File: config.mk
export PLATFORM = sky130hd
export DESIGN_NAME = reg_list_sequencer
export DESIGN_NICKNAME = d
export VERILOG_FILES = /design/src/rtl/reg_list_sequencer.sv
export SDC_FILE = /design/constraint.sdc
export NUM_CORES = 1
export LEC_CHECK = 0
export BUFFER_PORTS_ARGS = -buffer_cell sky130_fd_sc_hd__buf_2
export CAP_MARGIN = 0
export CORE_ASPECT_RATIO = 1.75
export CORE_MARGIN = 5
export CORE_UTILIZATION = 56
export DETAILED_ROUTE_END_ITERATION = 6
export GPL_TIMING_DRIVEN = 0
export PLACE_DENSITY_LB_ADDON = 0.08
export RECOVER_POWER = 50
export SLEW_MARGIN = 25
export SYNTH_ARGS = -nofsm -noshare
export SYNTH_HDL_FRONTEND = slang
export SYNTH_SLANG_ARGS = --single-unit
File: constraint.sdc
create_clock -name clk -period 4.4 [get_ports clk]
set_input_delay 0 -clock clk [delete_from_list [all_inputs] [get_ports clk]]
set_output_delay 0 -clock clk [all_outputs]
set_load 0.01 [all_outputs]
File: src/rtl/reg_list_sequencer.sv
// Steps through an 8-bit register list lowest-set-bit first for LM/SM-class
// instructions, producing register select, one-hot write enable and memory address.
module reg_list_sequencer #(
  parameter int unsigned N_REGS = 8,
  parameter int unsigned IDX_W  = 3,
  parameter int unsigned ADDR_W = 16
) (
  input  logic              clk,
  input  logic              rst_n,
  input  logic              start,
  input  logic [N_REGS-1:0] reg_list,
  input  logic [ADDR_W-1:0] base_addr,
  input  logic              advance,
  output logic              busy,
  output logic              valid,
  output logic [IDX_W-1:0]  sel,
  output logic [N_REGS-1:0] wr_en,
  output logic [ADDR_W-1:0] mem_addr,
  output logic [IDX_W:0]    count,
  output logic              done,
  output logic              empty_list
);

  typedef enum logic [1:0] {
    S_IDLE   = 2'd0,
    S_ACTIVE = 2'd1,
    S_DONE   = 2'd2
  } state_t;

  state_t              r_state;
  state_t              w_state_nxt;
  logic [N_REGS-1:0]   r_pending;
  logic [N_REGS-1:0]   w_pending_nxt;
  logic [ADDR_W-1:0]   r_mem_addr;
  logic [ADDR_W-1:0]   w_mem_addr_nxt;
  logic [IDX_W:0]      r_count;
  logic [IDX_W:0]      w_count_nxt;
  logic                r_empty;
  logic                w_empty_nxt;
  logic [IDX_W-1:0]    w_enc;
  logic [N_REGS-1:0]   w_onehot;
  logic [N_REGS-1:0]   w_remaining;
  logic                w_active;

  // Descending scan so the lowest set bit is the last (winning) assignment.
  always_comb begin
    w_enc = '0;
    for (int unsigned i = N_REGS; i > 0; i--) begin
      if (r_pending[i-1]) w_enc = IDX_W'(i - 1);
    end
  end

  assign w_active    = (r_state == S_ACTIVE);
  assign w_onehot    = N_REGS'(1) << w_enc;
  assign w_remaining = r_pending & ~w_onehot;

  always_comb begin
    w_state_nxt    = r_state;
    w_pending_nxt  = r_pending;
    w_mem_addr_nxt = r_mem_addr;
    w_count_nxt    = r_count;
    w_empty_nxt    = r_empty;
    case (r_state)
      S_IDLE: begin
        if (start) begin
          w_count_nxt = '0;
          if (reg_list != '0) begin
            w_pending_nxt  = reg_list;
            w_mem_addr_nxt = base_addr;
            w_state_nxt    = S_ACTIVE;
          end else begin
            w_empty_nxt = 1'b1;
            w_state_nxt = S_DONE;
          end
        end
      end
      S_ACTIVE: begin
        if (advance) begin
          w_pending_nxt  = w_remaining;
          w_mem_addr_nxt = r_mem_addr + ADDR_W'(1);
          w_count_nxt    = r_count + (IDX_W+1)'(1);
          if (w_remaining == '0) w_state_nxt = S_DONE;
        end
      end
      S_DONE: begin
        w_empty_nxt = 1'b0;
        w_state_nxt = S_IDLE;
      end
      default: begin
        w_pending_nxt = '0;
        w_empty_nxt   = 1'b0;
        w_state_nxt   = S_IDLE;
      end
    endcase
  end

  always_ff @(posedge clk or negedge rst_n) begin
    if (!rst_n) begin
      r_state    <= S_IDLE;
      r_pending  <= '0;
      r_mem_addr <= '0;
      r_count    <= '0;
      r_empty    <= 1'b0;
    end else begin
      r_state    <= w_state_nxt;
      r_pending  <= w_pending_nxt;
      r_mem_addr <= w_mem_addr_nxt;
      r_count    <= w_count_nxt;
      r_empty    <= w_empty_nxt;
    end
  end

  assign valid      = w_active;
  assign busy       = (r_state == S_ACTIVE) || (r_state == S_DONE);
  assign done       = (r_state == S_DONE);
  assign empty_list = r_empty;
  assign sel        = w_active ? w_enc : '0;
  assign wr_en      = w_active ? w_onehot : '0;
  assign mem_addr   = r_mem_addr;
  assign count      = r_count;

endmodule

* Word-level counts from Yosys, hierarchy flattened
Cells that the tools add are included.
** Cells by class
- $add $sub $neg :: 2
- Multipliers :: 0
- Div/mod/pow operators :: 0
- Magnitude comparators :: 0
- Equality and inequality tests :: 7
- Shifts and indexed selects :: 1
- Mux-type cells :: 29
- Bitwise gates (word level) :: 4
- Reductions and logical operators :: 10
** Operator list (number)
- $mux W16 :: 3
- $mux W8 :: 4
- $pmux W16 S2 :: 1
- $mux W3 :: 9
- $pmux W8 S3 :: 1
- $add A16 B1 Y16 const B :: 1
- $reduce_and A3 Y1 :: 3
- $and A8 B8 Y8 :: 1
- $logic_not A8 Y1 :: 1
- $mux W2 :: 4
- $mux W4 :: 2
- $ne A2 B2 Y1 const B :: 4
- $not A8 Y8 :: 1
- $pmux W4 S2 :: 1
- $reduce_and A4 Y1 :: 2
- $reduce_bool A8 Y1 :: 1
- $shl A1 B3 Y8 const A :: 1
- $add A4 B1 Y4 const B :: 1
- $pmux W2 S2 :: 1
- $eq A2 B1 Y1 const B :: 1
- $eq A2 B2 Y1 const B :: 1
- $logic_not A2 Y1 :: 1
- $mux W1 :: 2
- $ne A2 B1 Y1 const B :: 1
- other kinds (4) :: 5
** Word-level totals
- Register bits after elaboration :: 31
- Latch bits :: 0
- Bits in writable memories :: 0
- Memory bits (read-only) :: 0
- Output and inout port bits :: 35
- Word-level logic and storage cells :: 58
- Memories :: 0

* Depth between registers and ports, before layout
- Word-level depth :: 15
- Depth in mapped cells :: 10
- Depth with buffers taken out :: 7

* Least setup slack after synthesis
OpenSTA, ideal clock, no wires.
- Kind :: flip-flop to flip-flop
- Start point :: register r_state[0]
- End point :: register r_mem_addr[10] (netlist: mem_addr[10])
- Data arrival time :: 1.850 ns
- Setup slack :: 2.481 ns
- Cell stages (with the launch flop) :: 10
- Buffers on the path :: 2
- Path through :: dfrtp_1 > inv_1 > ha_1 > buf_2 > nor2_1 > a21o_1 > a21o_1 > buf_4 > or4_1 > nand3_1
** Between the ends
- Word-level cells in the longest chain between the ends :: 3
** Ends and longest elaborated chain
- start: declaration :: line 30 : state_t r_state;
- start signal: assignment :: line 105 : r_state <= w_state_nxt;
- $eq A2 B1 Y1 or $logic_not A2 Y1 (tied branches) :: line 63 : case (r_state)
- $ne A2 B2 Y1 (no line) or $reduce_bool A2 Y1 (tied branches)
- $reduce_and A4 Y1 (no line)
- end signal: assignment :: line 107 : r_mem_addr <= w_mem_addr_nxt;
- end: declaration :: line 34 : logic [ADDR_W-1:0] r_mem_addr;
Parallel ways exist; a longest one is shown, timed or not.
A chain may end at the register's enable or synchronous reset.

* Final worst setup path
- Start point :: register r_state[1]
- End point :: output port wr_en[7]
** Between the ends
- Word-level cells in the longest chain between the ends :: 2
** Ends and longest elaborated chain
- $eq A2 B1 Y1 :: line 53 : assign w_active = (r_state == S_ACTIVE);
- $mux W8 :: line 118 : assign wr_en = w_active ? w_onehot : '0;
- end: declaration :: line 17 : output logic [N_REGS-1:0] wr_en,
Every way passes these cells.

==> reports/summary.log <==
[worst_setup_path] WP data arrival 2.66 ns
[logic_synthesis] synthesized netlist net count 295
[final_layout] sequential cell area 776 um2
[final_layout] number of nets in the layout 389
[logic_synthesis] biggest area consumer among synthesized cells dfrtp_1
[clock_tree] buffers inserted during post-CTS setup optimization 0
[logic_synthesis] count of flip-flops with a built-in enable after synthesis 0
[sta] TNS Setup 0 ns
[logic_synthesis] post-synth cell types 52
[global_routing] antenna violations before repair 0
[min_path] worst-case hold path end point count[2]$_DFFE_PN0P_
[worst_setup_path] reg2reg start r_state[1]$_DFFE_PN0P_
[floorplanning] full die area 5190 um2
[clock_tree] Max Root-Sink Buffers 2
[min_path] worst hold stages 3
[floorplanning] width of the die 56.6 um
[route] count of TritonRoute iterations in the first routing pass 4
[global_routing] GR Util met1 27.3%
[clock_tree] insertion delay of the later-clocked pin in the worst-skew pair 0.29 ns
[route] final routed DRC violation total 0
[job] number of max-cap violations 1
[logic_synthesis] flip-flop and latch count after synthesis 31
[clock_tree] H-Tree Level Count 2
[route] wire length per cell 16.8 um
[clock_tree] post-cts sizing count 0
[global_routing] vias in the first global route 2470
[worst_setup_path] Crit. End Element primary output
[final_layout] final-layout fill cell count 310
[logic_synthesis] most used flip-flop cell after synthesis dfrtp_1
[status] failing checks max-capacitance violations, max-slew violations
[global_routing] largest net degree at the start of global routing 32
[floorplanning] I/O Pins 63
[clock_tree] clk sinks 31
[logic_synthesis] Netlist Area Pre-Place 2130 um2
[sta] Period minus WS final 2.66 ns
[global_routing] met3 Resource Use GR 4.96%
[logic_synthesis] post-synth top area share 36.4%
[route] total via count after detailed routing 2430
[placed_design] weighted congestion reported at the end of routability-driven placement 0.887
[worst_setup_path] setup slack on the worst flop-to-flop path 2.21 ns
[sta] unrepaired setup endpoints after global routing false
[min_path] startpoint of the tightest hold check path start
[worst_setup_path] count of cells along the worst register-to-register path 8
[worst_setup_path] kind of launch point of the worst setup path flip-flop
[logic_synthesis] ranking of synthesized cells by area dfrtp_1 36%, nand2_1 6.3%, nor2_1 4.6%
[sta] transition time of the tightest slew-check pin 1.73 ns
[clock_tree] cts bufs inserted 5
[clock_tree] clock transition at the register clock pins on the worst setup and hold paths after CTS 0.07 ns
[sta] maximum clock skew at final layout 0.00771 ns
[final_layout] diode insertion count for antenna repair 0
[logic_synthesis] Seq/Total Area, Yosys 36.4%
[route] routed vias/inst 6.03
[global_routing] M2 GR Usage 48.6%
[final_layout] multi-input gate area in the final layout 1250 um2
[power] power density cells 690 nW/um2
[placed_design] number of port buffers 62
[floorplanning] Die Height 91.6 um
[floorplanning] placeable core area 3660 um2
[sta] Final Hold Viols 0
[logic_synthesis] Synth async-reset ratio 100%
[floorplanning] Core Rows 29
[power] worst IR drop on VDD 0.526 mV
[final_layout] Area Overhead vs Synth 32.6%
[route] DRT iter0 DRCs 106
[worst_setup_path] worst endpoint required time 4.40 ns
[clock_tree] clock tree from TritonCTS yes
[worst_setup_path] category of the most critical setup path flip-flop to primary output
[placed_design] detailed placer's ending HPWL 4830 um
[sta] ratio of final minimum period to clock period 60.5%
[route] Routed Antenna Nets 0
[worst_setup_path] Max Fanout on Critical Path 10
[worst_setup_path] FF-to-FF End mem_addr[4]$_DFFE_PN0P_
[route] wire length after detailed routing 6790 um
[global_routing] Remaining Overflow, GRT 0
[final_layout] share of layout cells above drive strength 1 18.8%
[sta] number of max-slew violations in the final report 32
[status] status finished with violations
[global_routing] global-route total usage across every layer 26.9%
[floorplanning] effective utilization at floorplan 58.1%
[logic_synthesis] most frequent cell after synthesis nand2_1
[global_routing] first-pass GRT wire length 11100 um
[sta] maximum clock frequency 376 MHz
[logic_synthesis] Avg Synthesized Cell Area 8.13 um2
[logic_synthesis] synth cell count leaders 36 x nand2_1, 31 x dfrtp_1, 26 x nor2_1
[logic_synthesis] Yosys Warn Count 0
[sta] max-slew headroom at the worst pin -15.0%
[clock_tree] Root Driver clkbuf_8
[logic_synthesis] count of mapped cells out of synthesis 262
[sta] worst hold margin 0.0956 ns
[global_routing] peak-usage layer in the global routing report met2
[power] leakage power 1.29 nW
[min_path] Hold WC Path Type input port to flip-flop
[sta] total setup violations reported at the end of the flow 0
==> layout make-up <==
| type | instances | share of cell area, % |
|---|---|---|
| well taps | 46 | 2.04 |
| clock buffers | 8 | 3.54 |
| repair buffers | 87 | 19.0 |
| multi-input cells | 207 | 44.1 |
| flip-flops and latches | 31 | 27.4 |
| plain buffers | 13 | 2.35 |
| inverters | 11 | 1.46 |
==> where the power goes <==
part / internal (mW) / switching [mW]
registers: 0.400 / 0.139
logic: 0.449 / 0.713
clock network: 0.143 / 0.108
==> worst max-delay path: stages (launching register included) <==
cell      delay (ns)
dfrtp_1         0.40
inv_1           0.10
ha_1            0.28
clkbuf_1        0.40
clkbuf_1        0.51
nand2_1         0.26
nor3_1          0.24
buf_2           0.16
==> placed cells by master, fill, tap and decap left out, drive strengths merged, types with 7 or more instances in the layout <==
cell type    Yosys  layout
a21oi           13      13
dlygate4sd3      0      25
nor3            12      12
buf              5      49
clkbuf           8      34
nor2            26      26
inv             11      11
or4              8       8
nand3           16      16
o21ai           18      18
a22o             7       7
nand2           36      36
dfrtp           31      31
==> routing by layer <==
layer | up-vias | wire length (um)
met5 | - | 0
met4 | 0 | 276
met3 | 23 | 378
met2 | 95 | 3670
met1 | 1153 | 2470
li1 | 1159 | -
==> kinds of logic (layout without fill, tap and decap cells) <==
family	after synthesis	in the layout	share of synthesized area, %
buf+inv	24	119	5.05
mux	1	1	0.470
flops	31	31	36.4
compound gates	70	70	23.0
fa+ha+maj	6	6	3.41
simple gates	130	130	31.7
==> registers in the layout (all words and copies together) (netlist names) <==
signal	count
r_state	2
empty_list	1
mem_addr	16
r_pending	8
count	4
==> metrics by stage <==
stage	utilization [%]	power (mW)	setup WS (ns)	std cells	area (um2)
global route	77.1	2.10	1.58	403	2830
CTS	77.7	1.95	1.78	403	2850
floorplan	-	1.32	2.48	262	2130
detailed placement	68.2	1.68	2.11	370	2500
global placement	68.2	1.65	2.19	370	2500
finish	77.1	1.95	1.74	403	2830
==> worst max-delay path by stage <==
stage | startpoint | slack, ns | endpoint | cells after the start
6_report | r_state[1]$_DFFE_PN0P_ | 1.74 | wr_en[7] | 7
5_1_grt | r_state[1]$_DFFE_PN0P_ | 1.58 | wr_en[7] | 7
4_1_cts | r_state[1]$_DFFE_PN0P_ | 1.78 | wr_en[6] | 7
3_5_place_dp | r_state[1]$_DFFE_PN0P_ | 2.11 | wr_en[6] | 7
3_3_place_gp | r_state[1]$_DFFE_PN0P_ | 2.19 | wr_en[7] | 7
2_1_floorplan | r_state[0]$_DFFE_PN0P_ | 2.48 | mem_addr[10]$_DFFE_PN0P_ | 9
==> repair_timing <==
| action | CTS | global route |
|---|---|---|
| setup endpoints to repair | 0 | 0 |
| hold endpoints to repair | 55 | 0 |
| hold buffers | 25 | 0 |
No activity file was read; power rests on OpenSTA's default activity.
